## config.mk

```make
export PLATFORM = sky130hd
export DESIGN_NAME = mem_arbiter
export DESIGN_NICKNAME = d
export VERILOG_FILES = /design/src/rtl/mem_arbiter.sv
export SDC_FILE = /design/constraint.sdc
export NUM_CORES = 1
export LEC_CHECK = 0
export BUFFER_PORTS_ARGS = -buffer_cell sky130_fd_sc_hd__buf_2
export CAP_MARGIN = 20
export CORE_AREA = 2 2 118 120
export CTS_BUF_LIST = sky130_fd_sc_hd__clkbuf_2
export CTS_CLUSTER_SIZE = 8
export DETAILED_ROUTE_END_ITERATION = 7
export DIE_AREA = 0 0 120 122
export GPL_TIMING_DRIVEN = 0
export HOLD_SLACK_MARGIN = 0.1
export MAX_ROUTING_LAYER = met4
export SYNTH_ARGS = -nofsm -noshare
export SYNTH_HDL_FRONTEND = slang
export SYNTH_SLANG_ARGS = --single-unit
```

## constraint.sdc

```tcl
create_clock -name CLK -period 3 [get_ports CLK]
set_clock_uncertainty 0.2 [all_clocks]
set_input_delay 0.75 -clock CLK [delete_from_list [all_inputs] [get_ports CLK]]
set_output_delay 0.75 -clock CLK [all_outputs]
set_load 0.02 [all_outputs]
```

## src/rtl/mem_arbiter.sv

```systemverilog
`default_nettype none
// ============================================================================
// Module   : mem_arbiter
// Purpose  : Two-port (icache / dcache) arbiter in front of a single RAM.
//            One transaction at a time; IDLE decides the grant, the serve
//            state drives the RAM request until ramstate reports ACCESS or
//            ERROR, or the requester withdraws. When both ports contend, the
//            grant alternates based on the last successfully completed grant.
// Ports    : CLK, nRST (async, active-low)
//            icache : iREN, iaddr -> iwait, iload
//            dcache : dREN, dWEN, daddr, dstore -> dwait, dload
//            RAM    : ramREN, ramWEN, ramaddr, ramstore <- ramload, ramstate
//            status : icount, dcount (saturating completions), err (sticky)
// Revision : 1.0  initial release
// ============================================================================
module mem_arbiter #(
  parameter int CNT_W = 16
) (
  input  logic             CLK,
  input  logic             nRST,
  input  logic             iREN,
  input  logic [31:0]      iaddr,
  output logic             iwait,
  output logic [31:0]      iload,
  input  logic             dREN,
  input  logic             dWEN,
  input  logic [31:0]      daddr,
  input  logic [31:0]      dstore,
  output logic             dwait,
  output logic [31:0]      dload,
  output logic             ramREN,
  output logic             ramWEN,
  output logic [31:0]      ramaddr,
  output logic [31:0]      ramstore,
  input  logic [31:0]      ramload,
  input  logic [1:0]       ramstate,
  output logic [CNT_W-1:0] icount,
  output logic [CNT_W-1:0] dcount,
  output logic             err
);

  localparam logic [1:0] c_free   = 2'd0;
  localparam logic [1:0] c_busy   = 2'd1;
  localparam logic [1:0] c_access = 2'd2;
  localparam logic [1:0] c_error  = 2'd3;

  typedef enum logic [1:0] {
    S_IDLE  = 2'd0,
    S_ISERV = 2'd1,
    S_DSERV = 2'd2
  } state_t;

  state_t           r_state;
  state_t           w_next;
  logic             r_last_d;
  logic [CNT_W-1:0] r_icount;
  logic [CNT_W-1:0] r_dcount;
  logic             r_err;

  logic             w_ireq;
  logic             w_dreq;
  logic             w_iack;
  logic             w_dack;
  logic             w_err_evt;

  assign w_ireq = iREN;
  assign w_dreq = dREN | dWEN;

  // --------------------------------------------------------------------------
  // State and status registers
  // --------------------------------------------------------------------------
  always_ff @(posedge CLK or negedge nRST) begin
    if (!nRST) begin
      r_state  <= S_IDLE;
      r_last_d <= 1'b0;
      r_icount <= '0;
      r_dcount <= '0;
      r_err    <= 1'b0;
    end else begin
      r_state <= w_next;
      if (w_iack) begin
        r_last_d <= 1'b0;
        if (r_icount != '1) r_icount <= r_icount + CNT_W'(1);
      end
      if (w_dack) begin
        r_last_d <= 1'b1;
        if (r_dcount != '1) r_dcount <= r_dcount + CNT_W'(1);
      end
      if (w_err_evt) r_err <= 1'b1;
    end
  end

  // --------------------------------------------------------------------------
  // Next state and outputs
  // --------------------------------------------------------------------------
  always_comb begin
    w_next    = r_state;
    ramREN    = 1'b0;
    ramWEN    = 1'b0;
    ramaddr   = 32'd0;
    ramstore  = 32'd0;
    iwait     = 1'b1;
    dwait     = 1'b1;
    iload     = 32'd0;
    dload     = 32'd0;
    w_iack    = 1'b0;
    w_dack    = 1'b0;
    w_err_evt = 1'b0;

    case (r_state)
      S_IDLE: begin
        // Contention: data wins unless data was the last completed grant.
        if (w_dreq && w_ireq) begin
          w_next = r_last_d ? S_ISERV : S_DSERV;
        end else if (w_dreq) begin
          w_next = S_DSERV;
        end else if (w_ireq) begin
          w_next = S_ISERV;
        end
      end

      S_ISERV: begin
        if (!w_ireq) begin
          // Requester withdrew: drop the RAM request, no ack.
          w_next = S_IDLE;
        end else begin
          ramREN  = 1'b1;
          ramaddr = iaddr;
          case (ramstate)
            c_access: begin
              iwait  = 1'b0;
              iload  = ramload;
              w_iack = 1'b1;
              w_next = S_IDLE;
            end
            c_error: begin
              w_err_evt = 1'b1;
              w_next    = S_IDLE;
            end
            c_free, c_busy: w_next = S_ISERV;
            default:        w_next = S_ISERV;
          endcase
        end
      end

      S_DSERV: begin
        if (!w_dreq) begin
          w_next = S_IDLE;
        end else begin
          // A write takes precedence over a simultaneous read.
          ramWEN   = dWEN;
          ramREN   = ~dWEN;
          ramaddr  = daddr;
          ramstore = dstore;
          case (ramstate)
            c_access: begin
              dwait  = 1'b0;
              dload  = dWEN ? 32'd0 : ramload;
              w_dack = 1'b1;
              w_next = S_IDLE;
            end
            c_error: begin
              w_err_evt = 1'b1;
              w_next    = S_IDLE;
            end
            c_free, c_busy: w_next = S_DSERV;
            default:        w_next = S_DSERV;
          endcase
        end
      end

      default: w_next = S_IDLE;
    endcase
  end

  assign icount = r_icount;
  assign dcount = r_dcount;
  assign err    = r_err;

endmodule
`default_nettype wire

```

After elaboration in Yosys (flattened, before gate mapping)
Index checks and enable logic that the tools add are counted.
{"block": "op_classes", "addsub": 2, "eq_ne": 8, "n_mux": 42, "bitwise_logic": 2, "n_reduce_logical": 8}
{"operator": "2-to-1 mux 32 bit", "count": 11}
{"operator": "one-hot mux 32 bit (2 select lines)", "count": 1}
{"operator": "adder 16 x 1 -> 16 bit (second input constant)", "count": 2}
{"operator": "!= test 16 bit (second input constant)", "count": 2}
{"operator": "2-to-1 mux 1 bit", "count": 19}
{"operator": "2-to-1 mux 2 bit", "count": 6}
{"operator": "one-hot mux 2 bit (2 select lines)", "count": 2}
{"operator": "== test 2 bit (second input constant)", "count": 3}
{"operator": "one-hot mux 2 bit (3 select lines)", "count": 1}
{"operator": "== test 2 x 1 -> 1 bit (second input constant)", "count": 2}
{"operator": "zero test 2 bit", "count": 2}
{"operator": "!= test 4 bit (second input constant)", "count": 1}
{"operator": "one-hot mux 1 bit (2 select lines)", "count": 2}
{"operator": "AND reduction 2 bit", "count": 2}
{"operator": "OR reduction 2 bit", "count": 2}
{"operator": "nonzero test 2 bit", "count": 1}
{"operator": "logical AND 1 bit", "count": 1}
{"operator": "inverter 1 bit", "count": 1}
{"operator": "bitwise OR 1 bit", "count": 1}
{"block": "totals", "ff_bits": 36, "inputBits": 135}

Longest topological paths before layout
Gate-level depths: netlist (run 1).
{"block": "depth", "ltp_word": 6, "mapped_depth": 8}

Worst setup path before layout (run 1)
No wires, ideal clock.
{"block": "synth_timing", "path_kind": "in2out", "startpoint": "input port dREN", "endpoint": "output port ramaddr[0]", "arrival_ns": 1.842, "required_time_ns": 2.050, "setup_slack_ns": 0.208, "cell_stages": 6, "path_cell_list": "nor2_1 -> nor2b_1 -> buf_2 -> buf_1 -> a22oi_1 -> nor2b_1"}
{"block": "synth_via", "elab_chain_len": 3}
{"item": "start: declaration", "line_no": "25", "source": "input logic dREN,"}
{"item": "bitwise OR 1 bit", "line_no": "67", "source": "assign w_dreq = dREN | dWEN;"}
{"item": "2-to-1 mux 32 bit", "line_no": "147", "source": "if (!w_dreq) begin"}
{"item": "one-hot mux 32 bit (2 select lines)", "line_no": "110", "source": "case (r_state)"}
{"item": "end: declaration", "line_no": "33", "source": "output logic [31:0] ramaddr,"}
No other way between the ends.

Final worst setup path (run 1)
{"block": "layout_timing", "startpoint": "register r_state[0]", "endpoint": "output port dload[21]"}
{"block": "layout_via", "elab_chain_len": 2}
{"item": "start: declaration", "line_no": "53", "source": "state_t r_state;"}
{"item": "start signal: assignment", "line_no": "80", "source": "r_state <= w_next;"}
{"item": "== test 2 bit", "line_no": "110"}
{"item": "2-to-1 mux 32 bit", "line_no": "110"}
{"item": "end: declaration", "line_no": "30", "source": "output logic [31:0] dload,"}
No other way between the ends.

==> results of run 1 <==
==> stage by stage <==
step                instances  hold slack (ps)  area [sq um]
finish                    852              227          5310
global route              852              234          5310
CTS                       847              228          5040
detailed placement        836              272          4810
global placement          836              259          4810
floorplan                 357              247          3090
==> routing by layer <==
layer  part of all wire  track usage
met5                  0            -
met4              0.026       0.0419
met3              0.076       0.0342
met2               0.52        0.283
met1               0.37        0.170
==> flip-flops by register name, summed over array words and instances (netlist names) <==
register,count
r_state,2
icount,16
err,1
r_last_d,1
dcount,16
==> final timing paths <==
| kind | start | end | cells past startpoint |
|---|---|---|---|
| max in group asynchronous | nRST | dcount[5] | 1 |
| setup reg to reg | r_state[1] | icount[14] | 9 |
| hold / removal | nRST | dcount[1] | 1 |
| min in group CLK | err | err | 1 |
| hold reg to reg | err | err | 1 |
| setup / recovery | r_state[0] | dload[21] | 8 |
==> final cells by class <==
cell class                      count  area [sq um]  share of cell area
Buffer                             22           215              0.0405
Clock buffer                        5          25.0             0.00471
Clock inverter                      2          12.5             0.00236
Inverter                            6          25.0             0.00471
Multi-Input combinational cell    292          2140               0.404
Sequential cell                    36           901               0.170
Tap cell                          180           225              0.0424
Timing Repair Buffer              309          1760               0.332
==> report_power, final <==
| part | leakage (uW) | internal [uW] | total [uW] | switching (uW) |
|---|---|---|---|---|
| Clock | 0.0000248 | 51.4 | 220 | 168 |
| Sequential | 0.000486 | 548 | 626 | 78.0 |
| Combinational | 0.00252 | 816 | 1850 | 1040 |
==> placed cells by master (no fill, tap or decap), drive strengths merged, types with 3 or more instances in the layout <==
cell	instances
o21ai	4
inv	6
nor2b	33
ha	6
nor2	4
dfrtp	36
nand3	11
xor2	21
nor4	9
clkbuf	13
nand2	11
nand4	12
nor3b	4
a22oi	33
buf	323
and2	100
xnor2	6
mux2	4
and3	4
nor3	11
nand3b	3
==> cell families after synthesis <==
kind of cell	after synthesis
adders and majority gates	6
DFF	36
and+or+nand+nor	211
muxes	4
buffers and inverters	29
xor gates and xnor gates	27
AOI/OAI and AO/OA	44
==> what timing repair did <==
item | CTS | global route
gates resized for setup | 56 | 91
endpoints found under the setup margin | 128 | 114
pin swaps | 2 | 5
buffers inserted | 4 | 4
cloned | 1 | 1
hold buffers | 0 | 0
==> reports/results.txt, run 1 <==
Outcome -> finished clean
Hold/Removal Path Class -> input port to async pin
Simple-gate share of the synthesized area -> 0.443
Power Density -> 508 nW/um^2
Fin util -> 0.393
Compound-cell area share of the yosys netlist -> 0.106
Mean routed wirelength per cell -> 14.7 um
Rel. slew slack -> 0.451
Total track usage -> 0.155
Drt initial violations -> 85
CP startpoint kind -> register
Average cell area after synthesis -> 8.65 sq um
Final hold violation count -> 0
Cell family with most CP delay -> buffers and inverters
Seq/Total Area, Yosys -> 0.292
Vias in the first global route -> 3531
Initial antenna violation count -> 0
Clk_lat worst skew -> 390 ps
CTS tree -> built
Pin count of the biggest net entering global routing -> 37
Post-Synth Adder-Cell Area -> 0.0243
Clk buf depth -> 2
EDFF count, synth -> 0
Share of cells above drive strength 1 -> 0.555
Die span in x -> 120 um
Ys Warns -> 0
Num ports -> 300
Pre-Repair DR Iteration Count -> 4
Setup Crit Path Kind -> register to primary output
Largest area contributor in the netlist -> dfrtp_1
Peak VDD IR -> 0.198 mV
Min setup slack post-route -> 99.3 ps
CP Buf/Inv Count -> 4
Initial core utilization -> 0.229
DP Wirelength -> 10100 um
Synth Area in XOR/XNOR -> 0.0766
Die Footprint -> 14600 sq um
Antenna-violating nets left -> 0
Yosys top cell area share -> 0.292
Final TNS setup -> 0 ps
Worst-path maximum fanout -> 10
Routed wire length -> 12500 um
Residual DRC -> 0
Fmax -> 345 MHz
Total power -> 2700 uW
Synth cell count leaders -> and2_1, dfrtp_1, a22oi_1, nor2b_1, xor2_1
Slew Viols, Final -> 0
LEAKAGE -> 0.00303 uW
Max incr delay on CP -> 430 ps
Largest family of logic cells by synthesized area -> simple AND/OR/NAND/NOR gates
Asr flop ratio synth -> 1.00
Leading cell type by number of instances after synthesis -> and2_1
Mux cell area share after synthesis -> 0.0170
Global-route wire length before repair -> 17600 um
Tcrit/Tclk final -> 0.967
Net Count, Synth -> 498
Final setup fails -> 0
Diodes inserted -> 0
Final #Nets -> 813
GRT overflow -> 0
RSZ-0062 raised after global routing -> true
CORE AREA -> 13500 sq um
Total clock sinks -> 36
Crit-path cells -> inv_2 -> ha_4 -> nand3b_1 -> nor3b_4 -> buf_6 -> buf_8 -> and2_1 -> buf_6
Synth Cell Area -> 3090 sq um
Fillers -> 1428
Pre-CTS WS -> -480 ps
Via-per-instance ratio -> 4.50
Worst slew pin tran -> 824 ps
Ys flop type -> dfrtp_1
Clock root cell -> clkbuf_2
Clock slew at reported path FFs -> 200 ps
Min cycle time layout -> 2900 ps
Synth unique cells -> 46
Vias -> 3836
Syn Inst Count -> 357
Crit path DAT -> 1950 ps
Slowest CP cell -> dfrtp_1
TritonCTS Buffers -> 5
CP dominant cell by count -> buf_6
Synth-to-layout area growth -> 72.1%
GP Congestion -> 0.762
Maxcap violations -> 0
CP Capture Type -> primary output
CP required -> 2050 ps
IO Port Bufs -> 299
Largest cells by area after synthesis -> dfrtp_1, and2_1, a22oi_1
H-tree Lvls -> 2
Register bit count reported by yosys -> 36
Die height -> 122 um
Flop2flop setup slack -> 640 ps
Placement Rows -> 43
(Power assumes the default switching activity.)
==> run 2, diff against run 1 <==
--- a/config.mk
+++ b/config.mk
@@ -15,6 +15,7 @@
 export GPL_TIMING_DRIVEN = 0
 export HOLD_SLACK_MARGIN = 0.1
 export MAX_ROUTING_LAYER = met4
+export SLEW_MARGIN = 0
 export SYNTH_ARGS = -nofsm -noshare
 export SYNTH_HDL_FRONTEND = slang
 export SYNTH_SLANG_ARGS = --single-unit
==> constraint.sdc (replaced) <==
create_clock -name CLK -period 3 [get_ports CLK]
set_clock_uncertainty 0.2 [all_clocks]
set_input_delay 0.15 -clock CLK [delete_from_list [all_inputs] [get_ports CLK]]
set_output_delay 0.15 -clock CLK [all_outputs]
set_load 0.02 [all_outputs]
==> reports/results.txt, run 2 (synthesis results as in run 1) <==
Metal1 wirelength -> 4690 um (+0.39%)
Placed Cells -> 836 (unchanged)
Crit path DAT -> 2410 ps (+460 ps)
Die height -> 122 um (unchanged)
Num ports -> 300 (unchanged)
Worst slew pin tran -> 824 ps (-0.542 ps)
Final TNS setup -> 0 ps (unchanged)
Final setup fails -> 0 (unchanged)
Hold/Removal Path Class -> input port to async pin
Routed wire length -> 12200 um (-2.9%)
Diodes inserted -> 0 (unchanged)
Vias in the first global route -> 3518 (-0.37%)
TritonCTS Buffers -> 5 (unchanged)
Crit-path cells -> inv_1 -> ha_1 -> and2_1 -> clkbuf_1 -> clkbuf_1 -> a22oi_1 -> nor2b_1 -> buf_2
Pre-CTS WS -> 267 ps (+747 ps)
Fillers -> 1468 (+2.8%)
Top Layer Used -> met4
Clock root cell -> clkbuf_2
Min setup slack post-route -> 244 ps (+144 ps)
CP dominant cell by count -> clkbuf_1
Final hold violation count -> 0 (unchanged)
Via-per-instance ratio -> 4.49 (-0.31%)
Final #Nets -> 809 (-0.49%)
Placed Area -> 4810 sq um (unchanged)
Pre-Repair DR Iteration Count -> 5 (+1)
CP Capture Type -> primary output
Maxcap violations -> 0 (unchanged)
Residual DRC -> 0 (unchanged)
Initial core utilization -> 0.229 (unchanged)
LEAKAGE -> 0.00290 uW (-4.2%)
Outcome -> finished clean
Die span in x -> 120 um (unchanged)
Die Footprint -> 14600 sq um (unchanged)
Initial antenna violation count -> 0 (unchanged)
Power Density -> 512 nW/um^2 (+0.71%)
Commonest non-fill, non-tap cell in the layout -> buf_2
Drt initial violations -> 107 (+26%)
Clock slew at reported path FFs -> 210 ps (about the same)
Worst-path maximum fanout -> 10 (unchanged)
CP required -> 2650 ps (+600 ps)
Rel. slew slack -> 0.451 (about the same)
Slowest CP cell -> dfrtp_1
Min cycle time layout -> 2760 ps (-144 ps)
GP Congestion -> 0.762 (unchanged)
Vias -> 3806 (-0.78%)
Antenna-violating nets left -> 0 (unchanged)
Pin count of the biggest net entering global routing -> 37 (unchanged)
DP Wirelength -> 10100 um (unchanged)
Total track usage -> 0.154 (-0.00133)
Max incr delay on CP -> 450 ps (+20 ps)
RSZ-0062 raised after global routing -> false
Tcrit/Tclk final -> 0.919 (-0.0481)
Cell area after layout -> 4920 sq um (-7.3%)
Global-route wire length before repair -> 17500 um (-0.67%)
Mean routed wirelength per cell -> 14.4 um (-2.4%)
IO Port Bufs -> 299 (unchanged)
CTS tree -> built
Setup Crit Path Kind -> register to primary output
Peak VDD IR -> 0.200 mV (+0.82%)
Wire length on met3 -> 956 um (unchanged)
Share of cells above drive strength 1 -> 0.494 (-0.0610)
Slew Viols, Final -> 0 (unchanged)
GRT overflow -> 0 (unchanged)
Synth-to-layout area growth -> 59.5%
Clk buf depth -> 2 (unchanged)
Most frequent cells in the layout -> buf_2, and2_1, dfrtp_1
Clk_lat worst skew -> 400 ps (about the same)
Fmax -> 363 MHz (+5.2%)
Fin cells -> 848 (-0.47%)
Setup bufs post-CTS -> 0 (-4)
CORE AREA -> 13500 sq um (unchanged)
Flop2flop setup slack -> 560 ps (-80 ps)
Placement Rows -> 43 (unchanged)
Met2 WL -> 6260 um (-4.9%)
Total clock sinks -> 36 (unchanged)
H-tree Lvls -> 2 (unchanged)
CP startpoint kind -> register
-- run 2: cell count changes in the layout (fill, tap and decap cells not counted), sizes merged --
cell / change
buf: -18
dlygate4sd3: +6
clkbuf: +8
-- run 2: routing by layer --
metal / up-vias / GRT usage
li1: 1852 / -
met1: 1750 / 0.169
met2: 193 / 0.280
met3: 11 / 0.0332
met4: 0 / 0.0419
met5: - / -
-- run 2: stage by stage --
stage / power (uW) / hold slack [ps] / util
after global placement: 2290 / 106 / 0.356
after global routing: 2710 / 189 / 0.365
after detailed placement: 2290 / 110 / 0.356
after CTS: 2540 / 154 / 0.363
after floorplan: 1680 / -346 / -
final: 2520 / 163 / 0.365
-- run 2: cell type report --
class	count	area [sq um]	share of cell area
Multi-Input combinational cell	292	2070	0.420
Sequential cell	36	901	0.183
Inverter	6	25.0	0.00508
Timing Repair Buffer	305	1560	0.316
Clock inverter	2	12.5	0.00254
Clock buffer	5	25.0	0.00508
Tap cell	180	225	0.0457
Buffer	22	109	0.0221
-- run 2: worst max-delay path: cells and delay by family (launching register included) --
kind            cells  cell delay [ps]
compound gates      1              140
fa+ha+maj           1              170
buf+inv             4             1010
flops               1              450
simple gates        2              260
-- run 2: worst paths after layout --
kind	endpoint	from	cells past startpoint
max	ramaddr[9]	r_state[1]	8
min	dcount[1]	nRST	2
max reg2reg	dcount[11]	r_state[0]	6
min reg2reg	icount[15]	icount[15]	1
max in group asynchronous	dcount[5]	nRST	2
min in group CLK	r_state[0]	dREN	5
-- run 2: report_power, final --
part	switching, uW	internal, uW	leakage [uW]
sequential	79.5	548	0.000486
clock	169	51.4	0.0000248
combinational	997	675	0.00239
-- run 2: timing repair --
item,4_1_cts,5_1_grt
hold buffers,6,0
setup endpoints to repair,31,70
endpoints found under the hold margin,39,0
gates cloned,0,0
gates resized for setup,1,10
==> run 3, diff against run 2 <==
--- a/config.mk
+++ b/config.mk
@@ -12,7 +12,6 @@
 export CTS_CLUSTER_SIZE = 8
 export DETAILED_ROUTE_END_ITERATION = 7
 export DIE_AREA = 0 0 120 122
-export GPL_TIMING_DRIVEN = 0
 export HOLD_SLACK_MARGIN = 0.1
 export MAX_ROUTING_LAYER = met4
 export SLEW_MARGIN = 0
==> reports/results.txt, run 3 (synthesis results as in run 1) <==
Die Footprint -> 14600 sq um (unchanged)
Max incr delay on CP -> 560 ps (+110 ps)
Final setup fails -> 0 (unchanged)
H-tree Lvls -> 2 (unchanged)
Worst slew pin tran -> 820 ps (-3.47 ps)
Min cycle time layout -> 2720 ps (-35.9 ps)
Placed Cells -> 818 (-2.2%)
Peak VDD IR -> 0.220 mV (+9.8%)
Total power -> 2610 uW (+3.4%)
Diodes inserted -> 0 (unchanged)
CORE AREA -> 13500 sq um (unchanged)
Setup Crit Path Kind -> register to register
Pre-Repair DR Iteration Count -> 4 (-1)
Initial core utilization -> 0.229 (unchanged)
Antenna-violating nets left -> 0 (unchanged)
Slowest CP cell -> dlygate4sd3_1
Via-per-instance ratio -> 4.52 (+0.62%)
GRT overflow -> 0 (unchanged)
Fmax -> 368 MHz (+1.3%)
Crit path DAT -> 2870 ps (+460 ps)
Routed wire length -> 12000 um (-1.4%)
Total track usage -> 0.153 (-0.000479)
Global-route wire length before repair -> 17200 um (-1.3%)
Final TNS setup -> 0 ps (unchanged)
DP Wirelength -> 9590 um (-4.7%)
Drt initial violations -> 148 (+38%)
CP Capture Type -> register
CP startpoint kind -> register
CP dominant cell by count -> dlygate4sd3_1
Rel. slew slack -> 0.453 (+0.00232)
Num ports -> 300 (unchanged)
Mean routed wirelength per cell -> 14.4 um (+0.34%)
Commonest non-fill, non-tap cell in the layout -> buf_2
Residual DRC -> 0 (unchanged)
Synth-to-layout area growth -> 58.9%
GP Congestion -> 0.823 (+8.0%)
CP required -> 3150 ps (+500 ps)
Fin util -> 0.363 (-0.00148)
Power Density -> 531 nW/um^2 (+3.8%)
Vias in the first global route -> 3342 (-5.0%)
Tcrit/Tclk final -> 0.907 (-0.0120)
Share of cells above drive strength 1 -> 0.502 (+0.00829)
Clk buf depth -> 2 (unchanged)
Clock root cell -> clkbuf_2
Die height -> 122 um (unchanged)
Most frequent cells in the layout -> buf_2, and2_1, dfrtp_1
Placement Rows -> 43 (unchanged)
Final #Nets -> 793 (-2.0%)
Worst-path maximum fanout -> 11 (+1)
Die span in x -> 120 um (unchanged)
Fin cells -> 833 (-1.8%)
CTS tree -> built
Initial antenna violation count -> 0 (unchanged)
RSZ-0062 raised after global routing -> false
Vias -> 3762 (-1.2%)
Hold/Removal Path Class -> input port to async pin
TritonCTS Buffers -> 5 (unchanged)
IO Port Bufs -> 299 (unchanged)
Cts repair resizes -> 0 (-1)
Worst hold slack -> 153 ps (-10.9 ps)
Outcome -> finished clean
Final hold violation count -> 0 (unchanged)
Clock slew at reported path FFs -> 200 ps (about the same)
Pin count of the biggest net entering global routing -> 56 (+51%)
Cell family with most CP delay -> buffers and inverters
LEAKAGE -> 0.00289 uW (-0.30%)
Crit-path cells -> inv_1 -> ha_1 -> nor2b_4 -> a2bb2oi_1 -> dlygate4sd3_1 -> o21ai_0 -> dlygate4sd3_1
CP Buf/Inv Count -> 3 (-1)
Maxcap violations -> 0 (unchanged)
Clk_lat worst skew -> 390 ps (about the same)
Slew Viols, Final -> 0 (unchanged)
Total clock sinks -> 36 (unchanged)
==> run 3: changes by cell type in the layout (fill, tap and decap cells not counted), moves of 2 or more <==
cell	delta
clkbuf_1	-13
clkbuf_2	-2
buf_4	+3
buf_2	-3
buf_6	-2
==> run 3: area by class of cell <==
| type | count | area (sq um) |
|---|---|---|
| Clock buffer | 6 | 30.0 |
| Clock inverter | 2 | 35.0 |
| Fill cell | 1441 | 8600 |
| Inverter | 6 | 25.0 |
| Multi-Input combinational cell | 292 | 2070 |
| Sequential cell | 36 | 901 |
| Tap cell | 180 | 225 |
| Timing Repair Buffer | 311 | 1620 |
==> run 3: repair_timing <==
item / CTS / global route
setup buffers: 0 / 0
setup endpoints to repair: 0 / 0
endpoints found under the hold margin: 40 / 0
hold buffers: 7 / 0
==> run 3: routing by layer <==
layer | routed length [um] | part of all wire | vias to the layer above | GRT usage
li1 | - | - | 1820 | -
met1 | 4520 | 0.38 | 1716 | 0.170
met2 | 6060 | 0.50 | 209 | 0.272
met3 | 1100 | 0.091 | 17 | 0.0375
met4 | 320 | 0.027 | 0 | 0.0456
met5 | 0 | 0 | - | -
==> run 3: per-stage QoR <==
step,setup slack (ps),cell area [sq um]
6_report,280,4900
5_1_grt,70.0,4900
4_1_cts,275,4900
3_5_place_dp,595,4770
3_3_place_gp,697,4770
2_1_floorplan,908,3090
==> run 3: path summary, 6_finish.rpt <==
kind / startpoint / endpoint / slack, ps / cells after the start
setup / recovery: r_state[0] / r_state[1] / 280 / 7
min in group CLK: dREN / r_state[0] / 200 / 5
hold / removal: nRST / icount[5] / 150 / 2
max in group asynchronous: nRST / dcount[9] / 1920 / 2
setup reg to reg: r_state[0] / r_state[1] / 280 / 7
hold reg to reg: dcount[15] / dcount[15] / 320 / 1
==> run 3: power breakdown <==
group	internal [uW]	total, uW	switching [uW]
sequential	548	626	77.5
clock	143	319	175
combinational	680	1660	981
